<file path="config.mk">
export PLATFORM = sky130hd
export DESIGN_NAME = rd_test_sequencer
export DESIGN_NICKNAME = d
export VERILOG_FILES = /design/src/rtl/rd_seq_pkg.sv /design/src/rtl/rd_seq_timer.sv /design/src/rtl/rd_test_sequencer.sv
export SDC_FILE = /design/constraint.sdc
export NUM_CORES = 1
export LEC_CHECK = 0
export CAP_MARGIN = 20
export CELL_PAD_IN_SITES_DETAIL_PLACEMENT = 1
export CELL_PAD_IN_SITES_GLOBAL_PLACEMENT = 1
export CORE_UTILIZATION = 34
export DETAILED_ROUTE_END_ITERATION = 12
export PLACE_DENSITY = 0.83
export SYNTH_ARGS = -nofsm -noshare
export SYNTH_HDL_FRONTEND = slang
export SYNTH_SLANG_ARGS = --single-unit
</file>
<file path="constraint.sdc">
create_clock -name clk -period 3.8 [get_ports clk]
set_clock_uncertainty 0.2 [all_clocks]
set_input_delay 0.76 -clock clk [delete_from_list [all_inputs] [get_ports clk]]
set_output_delay 0.76 -clock clk [all_outputs]
set_load 0.01 [all_outputs]
</file>
<file path="src/rtl/rd_seq_pkg.sv">
// Shared types and constants for the read test sequencer.
// State encoding, sts_error bit meanings, default timeout.
package rd_seq_pkg;

    typedef enum logic [2:0] {
        ST_IDLE   = 3'd0,
        ST_LAUNCH = 3'd1,
        ST_WAIT   = 3'd2,
        ST_DRAIN  = 3'd3,
        ST_DONE   = 3'd4
    } seq_state_e;

    // sts_error[0]: bus response error from the engine
    // sts_error[1]: read data mismatch from the engine
    localparam int ERR_RESP_BIT = 0;
    localparam int ERR_DATA_BIT = 1;

    // Latched timeout after reset: 0 means no limit
    localparam logic [31:0] DEF_TIMEOUT = 32'd0;

endpackage

</file>
<file path="src/rtl/rd_seq_timer.sv">
// Per-iteration wait counter with expiry compare.
// Ports: clk, rst_n, clear, enable, limit[31:0], expired.
module rd_seq_timer (
    input  logic        clk,
    input  logic        rst_n,
    input  logic        clear,
    input  logic        enable,
    input  logic [31:0] limit,
    output logic        expired
);

    logic [31:0] cnt_q, cnt_d;

    always_comb begin
        cnt_d = cnt_q;
        if (clear) begin
            cnt_d = 32'd0;
        end else if (enable) begin
            cnt_d = cnt_q + 32'd1;
        end
    end

    always_ff @(posedge clk or negedge rst_n) begin
        if (!rst_n) begin
            cnt_q <= 32'd0;
        end else begin
            cnt_q <= cnt_d;
        end
    end

    // Fires during the limit-th enabled cycle after a clear
    assign expired = enable && !clear &&
                     (limit != 32'd0) &&
                     (cnt_q == limit - 32'd1);

endmodule

</file>
<file path="src/rtl/rd_test_sequencer.sv">
// Loops a read engine over latched parameters and collects status.
// Ports: cfg_* run setup in, latched params out, engine handshake, sts_*.
module rd_test_sequencer #(
    parameter int STOP_ON_ERROR = 1,
    parameter int CYC_WIDTH     = 40
) (
    input  logic                 clk,
    input  logic                 rst_n,
    input  logic                 cfg_start,
    input  logic                 cfg_stop,
    input  logic [15:0]          cfg_loop_count,
    input  logic [31:0]          cfg_timeout,
    input  logic [63:0]          cfg_source_address,
    input  logic [31:0]          cfg_rd_pattern,
    input  logic [31:0]          cfg_rd_number,
    input  logic [31:0]          cfg_rd_init_data,
    input  logic                 cfg_wrap_mode,
    input  logic [3:0]           cfg_wrap_len,
    output logic [63:0]          source_address,
    output logic [31:0]          rd_pattern,
    output logic [31:0]          rd_number,
    output logic [31:0]          rd_init_data,
    output logic                 wrap_mode,
    output logic [3:0]           wrap_len,
    output logic                 engine_start_pulse,
    input  logic                 rd_done_pulse,
    input  logic [1:0]           rd_error,
    input  logic [63:0]          rd_error_info,
    output logic                 busy,
    output logic                 done,
    output logic                 sts_timeout,
    output logic                 sts_aborted,
    output logic [1:0]           sts_error,
    output logic [63:0]          sts_err_info,
    output logic [15:0]          sts_iter,
    output logic [CYC_WIDTH-1:0] sts_cycles
);

    import rd_seq_pkg::*;

    seq_state_e state_q, state_d;

    logic [63:0]          src_q, src_d;
    logic [31:0]          pat_q, pat_d;
    logic [31:0]          num_q, num_d;
    logic [31:0]          init_q, init_d;
    logic                 wm_q, wm_d;
    logic [3:0]           wl_q, wl_d;
    logic [15:0]          loop_q, loop_d;
    logic [31:0]          tmo_q, tmo_d;
    logic [15:0]          iter_q, iter_d;
    logic [1:0]           err_q, err_d;
    logic [63:0]          info_q, info_d;
    logic                 to_q, to_d;
    logic                 ab_q, ab_d;
    logic                 pend_q, pend_d;
    logic [CYC_WIDTH-1:0] cyc_q, cyc_d;

    logic        t_clear, t_en, t_exp;
    logic [16:0] eff_loop, iter_nx;
    logic [1:0]  err_acc;
    logic        remain, stop_now, err_stop;

    assign t_clear = (state_q == ST_LAUNCH);
    assign t_en    = (state_q == ST_WAIT) ||
                     (state_q == ST_DRAIN);

    rd_seq_timer u_timer (
        .clk     (clk),
        .rst_n   (rst_n),
        .clear   (t_clear),
        .enable  (t_en),
        .limit   (tmo_q),
        .expired (t_exp)
    );

    assign eff_loop = (loop_q == 16'd0) ? 17'd1 : {1'b0, loop_q};
    assign iter_nx  = {1'b0, iter_q} + 17'd1;
    // True when the iteration finishing now is not the last one
    assign remain   = iter_nx < eff_loop;
    // A stop seen during LAUNCH is held in pend_q until WAIT
    assign stop_now = cfg_stop | pend_q;

    assign err_acc[ERR_RESP_BIT] = err_q[ERR_RESP_BIT] |
                                   rd_error[ERR_RESP_BIT];
    assign err_acc[ERR_DATA_BIT] = err_q[ERR_DATA_BIT] |
                                   rd_error[ERR_DATA_BIT];
    assign err_stop = (STOP_ON_ERROR != 0) && (err_acc != 2'b00);

    always_comb begin
        state_d = state_q;
        src_d   = src_q;
        pat_d   = pat_q;
        num_d   = num_q;
        init_d  = init_q;
        wm_d    = wm_q;
        wl_d    = wl_q;
        loop_d  = loop_q;
        tmo_d   = tmo_q;
        iter_d  = iter_q;
        err_d   = err_q;
        info_d  = info_q;
        to_d    = to_q;
        ab_d    = ab_q;
        pend_d  = pend_q;
        cyc_d   = cyc_q;

        unique case (state_q)
            ST_IDLE, ST_DONE: begin
                if (cfg_start) begin
                    src_d   = cfg_source_address;
                    pat_d   = cfg_rd_pattern;
                    num_d   = cfg_rd_number;
                    init_d  = cfg_rd_init_data;
                    wm_d    = cfg_wrap_mode;
                    wl_d    = cfg_wrap_len;
                    loop_d  = cfg_loop_count;
                    tmo_d   = cfg_timeout;
                    iter_d  = 16'd0;
                    err_d   = 2'b00;
                    info_d  = 64'd0;
                    to_d    = 1'b0;
                    ab_d    = 1'b0;
                    pend_d  = 1'b0;
                    cyc_d   = '0;
                    state_d = ST_LAUNCH;
                end
            end
            ST_LAUNCH: begin
                if (num_q == 32'd0) begin
                    // Zero-length run: engine is never launched
                    iter_d = iter_nx[15:0];
                    if (!remain || stop_now) begin
                        ab_d    = stop_now && remain;
                        state_d = ST_DONE;
                    end
                end else begin
                    pend_d  = stop_now;
                    state_d = ST_WAIT;
                end
            end
            ST_WAIT: begin
                if (rd_done_pulse) begin
                    iter_d = iter_nx[15:0];
                    err_d  = err_acc;
                    if (rd_error != 2'b00 && err_q == 2'b00) begin
                        info_d = rd_error_info;
                    end
                    if (remain && !stop_now && !err_stop) begin
                        state_d = ST_LAUNCH;
                    end else begin
                        ab_d    = stop_now && remain;
                        state_d = ST_DONE;
                    end
                end else if (t_exp) begin
                    to_d    = 1'b1;
                    state_d = ST_DONE;
                end else if (stop_now) begin
                    ab_d    = 1'b1;
                    pend_d  = 1'b0;
                    state_d = ST_DRAIN;
                end
            end
            ST_DRAIN: begin
                if (rd_done_pulse) begin
                    iter_d = iter_nx[15:0];
                    err_d  = err_acc;
                    if (rd_error != 2'b00 && err_q == 2'b00) begin
                        info_d = rd_error_info;
                    end
                    state_d = ST_DONE;
                end else if (t_exp) begin
                    to_d    = 1'b1;
                    state_d = ST_DONE;
                end
            end
            default: begin
                state_d = ST_IDLE;
            end
        endcase

        if (busy && (cyc_q != '1)) begin
            cyc_d = cyc_q + CYC_WIDTH'(1);
        end
    end

    always_ff @(posedge clk or negedge rst_n) begin
        if (!rst_n) begin
            state_q <= ST_IDLE;
            src_q   <= 64'd0;
            pat_q   <= 32'd0;
            num_q   <= 32'd0;
            init_q  <= 32'd0;
            wm_q    <= 1'b0;
            wl_q    <= 4'd0;
            loop_q  <= 16'd0;
            tmo_q   <= DEF_TIMEOUT;
            iter_q  <= 16'd0;
            err_q   <= 2'b00;
            info_q  <= 64'd0;
            to_q    <= 1'b0;
            ab_q    <= 1'b0;
            pend_q  <= 1'b0;
            cyc_q   <= '0;
        end else begin
            state_q <= state_d;
            src_q   <= src_d;
            pat_q   <= pat_d;
            num_q   <= num_d;
            init_q  <= init_d;
            wm_q    <= wm_d;
            wl_q    <= wl_d;
            loop_q  <= loop_d;
            tmo_q   <= tmo_d;
            iter_q  <= iter_d;
            err_q   <= err_d;
            info_q  <= info_d;
            to_q    <= to_d;
            ab_q    <= ab_d;
            pend_q  <= pend_d;
            cyc_q   <= cyc_d;
        end
    end

    assign busy = (state_q == ST_LAUNCH) ||
                  (state_q == ST_WAIT) ||
                  (state_q == ST_DRAIN);
    assign done = (state_q == ST_DONE);
    assign engine_start_pulse = (state_q == ST_LAUNCH) &&
                                (num_q != 32'd0);

    assign source_address = src_q;
    assign rd_pattern     = pat_q;
    assign rd_number      = num_q;
    assign rd_init_data   = init_q;
    assign wrap_mode      = wm_q;
    assign wrap_len       = wl_q;
    assign sts_timeout    = to_q;
    assign sts_aborted    = ab_q;
    assign sts_error      = err_q;
    assign sts_err_info   = info_q;
    assign sts_iter       = iter_q;
    assign sts_cycles     = cyc_q;

endmodule
</file>
## Word-level counts from Yosys, hierarchy flattened

Index checks and enable logic that the tools add are counted.

- Reduce and logical (&&, ||, !) cells: 42
- Muxes and demuxes: 43
- Add/subtract/negate cells: 4
- Bitwise gates (word level): 3
- $lt $le $gt $ge: 1
- Equal/unequal tests: 23

Operator list:

| kind | number |
|---|---|
| two-way mux 64 bit | 3 |
| one-hot mux 64 bit (2 select lines) | 1 |
| two-way mux 40 bit | 3 |
| two-way mux 16 bit | 4 |
| two-way mux 32 bit | 2 |
| nonzero test 32 bit | 2 |
| one-hot mux 16 bit (3 select lines) | 1 |
| adder 40 x 1 -> 40 bit, second input constant | 1 |
| != test 40 bit, second input constant | 1 |
| adder 32 x 1 -> 32 bit, second input constant | 1 |
| equality test 32 bit | 1 |
| logical NOT 32 bit | 1 |
| subtractor 32 x 1 -> 32 bit, second input constant | 1 |
| two-way mux 3 bit | 9 |
| adder 16 x 1 -> 17 bit, second input constant | 1 |
| less-than comparator 17 x 16 -> 1 bit | 1 |
| logical NOT 16 bit | 1 |
| != test 2 bit, second input constant | 8 |
| AND reduction 4 bit | 4 |
| != test 3 bit, second input constant | 5 |
| two-way mux 1 bit | 13 |
| one-hot mux 3 bit (4 select lines) | 1 |
| nonzero test 2 bit | 6 |
| logical AND 1 bit | 9 |
| 20 further kinds | 36 |

- Logic and storage cells: 133
- Bits in registers: 373

## Longest topological paths before layout

- Depth in word-level cells: 8
- Mapped depth: 15
- Depth with buffers taken out: 15

## Hierarchy

A second synthesis with hierarchy kept.

- Cell total of the unflattened synthesis: 2,009
- Area, all modules: 17,372.9 um^2

By module, submodules not included:

| module | cells each | area each (um^2) | instances |
|---|---|---|---|
| rd_test_sequencer | 1,691 | 14,705.4 | 1 |
| rd_seq_timer | 318 | 2,667.6 | 1 |

## Worst setup path after synthesis

OpenSTA, ideal clock, no wires.

- Kind: reg-to-reg
- Start: register iter_q[0] (netlist: sts_iter[0])
- End: register ab_q (netlist: sts_aborted)
- Required time: 3.468 ns
- Buffers on the path: 0
- Data arrival time: 3.258 ns
- Cell stages (with the launch flop): 16
- Path slack: 0.210 ns
- Cell sequence: dfrtp_1 -> ha_1 -> and3_1 -> nand2_1 -> nor3_1 -> nand3_1 -> xnor2_1 -> ha_1 -> a21o_1 -> a21oi_1 -> o41ai_1 -> a211oi_1 -> nand2_1 -> o32a_1 -> o21ai_0 -> a32oi_1

- Cells in the longest elaborated chain, start to end: 6
- Elaborated cells between the ends (all ways): 15

RTL lines:

| item | RTL line | RTL |
|---|---|---|
| start, declared | rd_test_sequencer.sv:51 | `logic [15:0] iter_q, iter_d;` |
| start signal, assigned | rd_test_sequencer.sv:215 | `iter_q <= iter_d;` |
| adder 16 x 1 -> 17 bit (*) | rd_test_sequencer.sv:78 | `assign iter_nx = {1'b0, iter_q} + 17'd1;` |
| less-than comparator 17 x 16 -> 1 bit (*) | rd_test_sequencer.sv:80 | `assign remain = iter_nx < eff_loop;` |
| logical AND 1 bit (tied with other cells) (2 in a row) | rd_test_sequencer.sv:149 | `if (remain && !stop_now && !err_stop) begin` |
| != test 3 bit (no line) (tied with other cells) | -- |  |
| AND reduction 7 bit (no line) / one-hot mux 1 bit (3 select lines) (equally long branches) | -- |  |
| end signal, assigned | rd_test_sequencer.sv:202 | `ab_q <= 1'b0;` |
| end signal, assigned | rd_test_sequencer.sv:219 | `ab_q <= ab_d;` |
| end, declared | rd_test_sequencer.sv:55 | `logic ab_q, ab_d;` |

Every way passes the cells marked *; elsewhere a longest branch is shown, timed or not. The select of a mux whose other input is x is not followed.
A chain may end at the register's enable or synchronous reset.

## Worst setup path in the final report

- Start: register tmo_q[0]
- End: register state_q[0]

- Cells in the longest elaborated chain, start to end: 6
- Elaborated cells between the ends (all ways): 11

RTL lines:

| item | RTL line | RTL |
|---|---|---|
| start, declared | rd_test_sequencer.sv:50 | `logic [31:0] tmo_q, tmo_d;` |
| start signal, assigned | rd_test_sequencer.sv:214 | `tmo_q <= tmo_d;` |
| subtractor 32 x 1 -> 32 bit / nonzero test 32 bit (equally long branches) | rd_seq_timer.sv:34, rd_seq_timer.sv:33 |  |
| equality test 32 bit / logical AND 1 bit (equally long branches) | rd_seq_timer.sv:34, rd_seq_timer.sv:32 |  |
| logical AND 1 bit (*) | rd_seq_timer.sv:33 | `(limit != 32'd0) &&` |
| two-way mux 3 bit | rd_test_sequencer.sv:155 | `end else if (t_exp) begin` |
| two-way mux 3 bit | rd_test_sequencer.sv:143 | `if (rd_done_pulse) begin` |
| one-hot mux 3 bit (4 select lines) | rd_test_sequencer.sv:108 | `unique case (state_q)` |
| end signal, assigned | rd_test_sequencer.sv:206 | `state_q <= state_d;` |
| end, declared | rd_test_sequencer.sv:41 | `seq_state_e state_q, state_d;` |

Every way passes the cells marked *; elsewhere a longest branch is shown, timed or not.

==> impl_results.md <==
- Status: finished, final reports clean
- WP data arrival: 3.94 ns
- Core Region: 0.0493 sq mm
- Most frequent cells in the layout: nand2_1, clkdlybuf4s50_1, dfrtp_1
- Routed wire length per instance: 20.9 um
- Drt pass-1 iters: 5
- HPWL Detailed: 49,000 um
- Fin crit period: 3.68 ns
- Power Density: 775 mW/mm^2
- Via count: 16,417
- Hold Fails Final Rpt: 0
- Root buf cell: clkbuf_16
- Routability cong.: 0.873
- Commonest non-fill, non-tap cell in the layout: nand2_1
- Leakage: 11.4 nW
- Full die area: 0.0512 sq mm
- Non-Filler Instances: 3,242
- Largest net degree at the start of global routing: 163
- Initial antenna violation count: 3
- Crit path kind: reg -> reg
- Avg Cell Area, Syn: 8.62 sq um
- Critical Path Slowest Stage Cell: or4_4
- Crit. End Element: flop
- Register-to-Register Path Depth: 11
- Post-synth EDFFs: 0
- WHS: 0.270 ns
- Post-route setup TNS: 0 ns
- Top_reg_cell synth: dfrtp_1
- Cell Area, Synth: 0.0171 sq mm
- Hold/Removal Path Class: reg -> reg
- Vias per Instance: 5.06
- Area leader, netlist: dfrtp_1
- Row count: 81
- RSZ-0062 raised after global routing: yes
- FF+latch count, synth: 373
- Top cells by area, synth: dfrtp_1, nand2_1, o21ai_0
- CTS max path bufs: 3
- Final wirelength: 67,700 um
- Mapped Cells: 1,983
- Die width: 226 um
- Max-slew violations: 0
- Global-route wire length before repair: 103,000 um
- Final #Nets: 2,843
- CP max FO: 7
- Reg2Reg Setup Slack: 0.12 ns
- Max transition margin: 27.5%
- GR Util All Layers: 26.1%
- Vias in the first global route: 17,678
- Sequential-to-total area share from yosys stat: 54.6%
- Placed instance area: 0.0236 sq mm
- Yosys warns: 0
- Area grow syn2layout: 48.0%
- Ys async rst share: 100%
- CTS Sinks: 373
- Hold path cells: 2
- Final instance area: 0.0253 sq mm
- Placed insts: 3,147
- Final setup fails: 0
- Max Cap Viol: 0
- Drt drc: 0
- Clk slew on worst S/H paths: 0.06 ns
- IO Count: 576
- Skew-Pair Late Insertion Delay: 0.60 ns
- Share of cells above drive strength 1: 5.67%
- Synth cell types: 63
- Final period util: 96.9%
- Startpoint types: flop
- Starting Density: 34.7%
- Achievable frequency: 271 MHz
- Worst Max-Slew Pin Slew: 1.08 ns
- Synthesized Nets: 2,287
- Req. time, crit path: 4.05 ns
- GR Overflow Total: 0
- Post-DRT Antenna Nets: 0
- Crit-path max cell delay: 0.62 ns
- CP cell instances: inv_1 -> ha_1 -> or3b_2 -> or4_4 -> nor3_1 -> a211oi_1 -> a211oi_1 -> o211ai_1 -> or4_4 -> a211oi_2 -> nor3b_2
- # port buffers: 575
- Share of Yosys cell area claimed by the top area cell type: 54.6%
- CTS tree: yes
- Total CTS buffers: 45
- Die Span Y: 226 um
- Peak VDD IR: 0.431 mV
- Htree depth: 2
- First DRT Iteration DRCs: 909
through the flow:
stage / setup WS (ns) / utilization [%] / power (W)
after floorplan: 0.210 / - / 0.0104
after global placement: 0.116 / 48.0 / 0.0147
after detailed placement: -0.0630 / 48.0 / 0.0150
after CTS: 0.00747 / 51.1 / 0.0197
after global routing: -0.0634 / 51.3 / 0.0208
final: 0.116 / 51.3 / 0.0196
cell usage after synthesis, drive strengths merged, types with 3 or more instances:
master  number
buf          8
nor3b        4
or3         12
nand3       43
nand2b      10
nor4        25
a31oi       15
a211oi       5
nand4       24
xor2        36
nor2        82
a32o         7
and3        28
inv         30
a21o         7
xnor2       44
a211o        3
nand3b       3
o31ai       19
or4          9
ha          20
or2          4
clkbuf      95
nand2      815
nor3        26
a21oi       28
nor2b       11
o21ai      158
o211ai       4
dfrtp      373
a32oi        4
state kept, by name, indices dropped and copies added (netlist names), 16 cells and up:
name and flops:
source_address 64, loop_q 16, tmo_q 32, u_timer.cnt_q 32, rd_pattern 32, sts_err_info 64
rd_init_data 32, sts_cycles 40, rd_number 32, sts_iter 16
cell type report:
cell class,instances,area [sq um]
multi-input cells,1477,7320
diodes,3,7.51
repair buffers,612,6160
inverters,30,113
fillers,5677,24000
flip-flops and latches,373,9340
clock buffers,66,1330
clock inverters,17,189
well taps,664,831
timing repair:
item                       CTS  global route
gates cloned                 0             0
setup buffers                0             6
hold endpoints to repair     7             0
pin swaps                    1             5
setup endpoints to repair    2            20
resized for setup            6            10
hold buffers                 1             0
final timing paths:
path                                    startpoint                  to
worst min-delay path            source_address[26]  source_address[26]
worst min register to register  source_address[26]  source_address[26]
worst max-delay path                      tmo_q[0]          state_q[0]
min in group asynchronous                    rst_n          loop_q[10]
max in group asynchronous                    rst_n       rd_pattern[3]
worst max register to register            tmo_q[0]          state_q[0]
power breakdown:
group	internal (W)	leakage, nW	switching, W	total, W
combinational	0.00385	5.79	0.00457	0.00842
clock	0.00263	0.753	0.00181	0.00444
sequential	0.00549	4.82	0.00124	0.00673
total	0.0120	11.4	0.00762	0.0196
critical path: cells and delay by family, from the launching register on:
kind                     cells  cell delay, ns
AO/OA/AOI/OAI                4            0.76
adder cells (fa/ha/maj)      1            0.27
buffers and inverters        1            0.11
flip-flops                   1            0.41
AND/OR/NAND/NOR              5            1.79
routing by layer:
layer | GRT usage, % | share of wire [%] | vias to the layer above
li1 | - | - | 7649
met1 | 31.3 | 40 | 8230
met2 | 45.0 | 51 | 426
met3 | 6.86 | 6.4 | 110
met4 | 8.85 | 3.1 | 2
met5 | 0 | 0.019 | -
logic make-up (layout without fill, tap and decap cells):
logic type | count (synthesis) | after routing | share of synthesized area, %
flip-flops | 373 | 373 | 54.6
buffers and inverters | 133 | 725 | 3.02
AND/OR/NAND/NOR | 1106 | 1106 | 27.3
XOR/XNOR | 80 | 80 | 4.10
adder cells (fa/ha/maj) | 20 | 20 | 1.46
other | 0 | 3 | 0
multiplexers | 1 | 1 | 0.0659
AO/OA/AOI/OAI | 270 | 270 | 9.38
(Power assumes the default switching activity.)
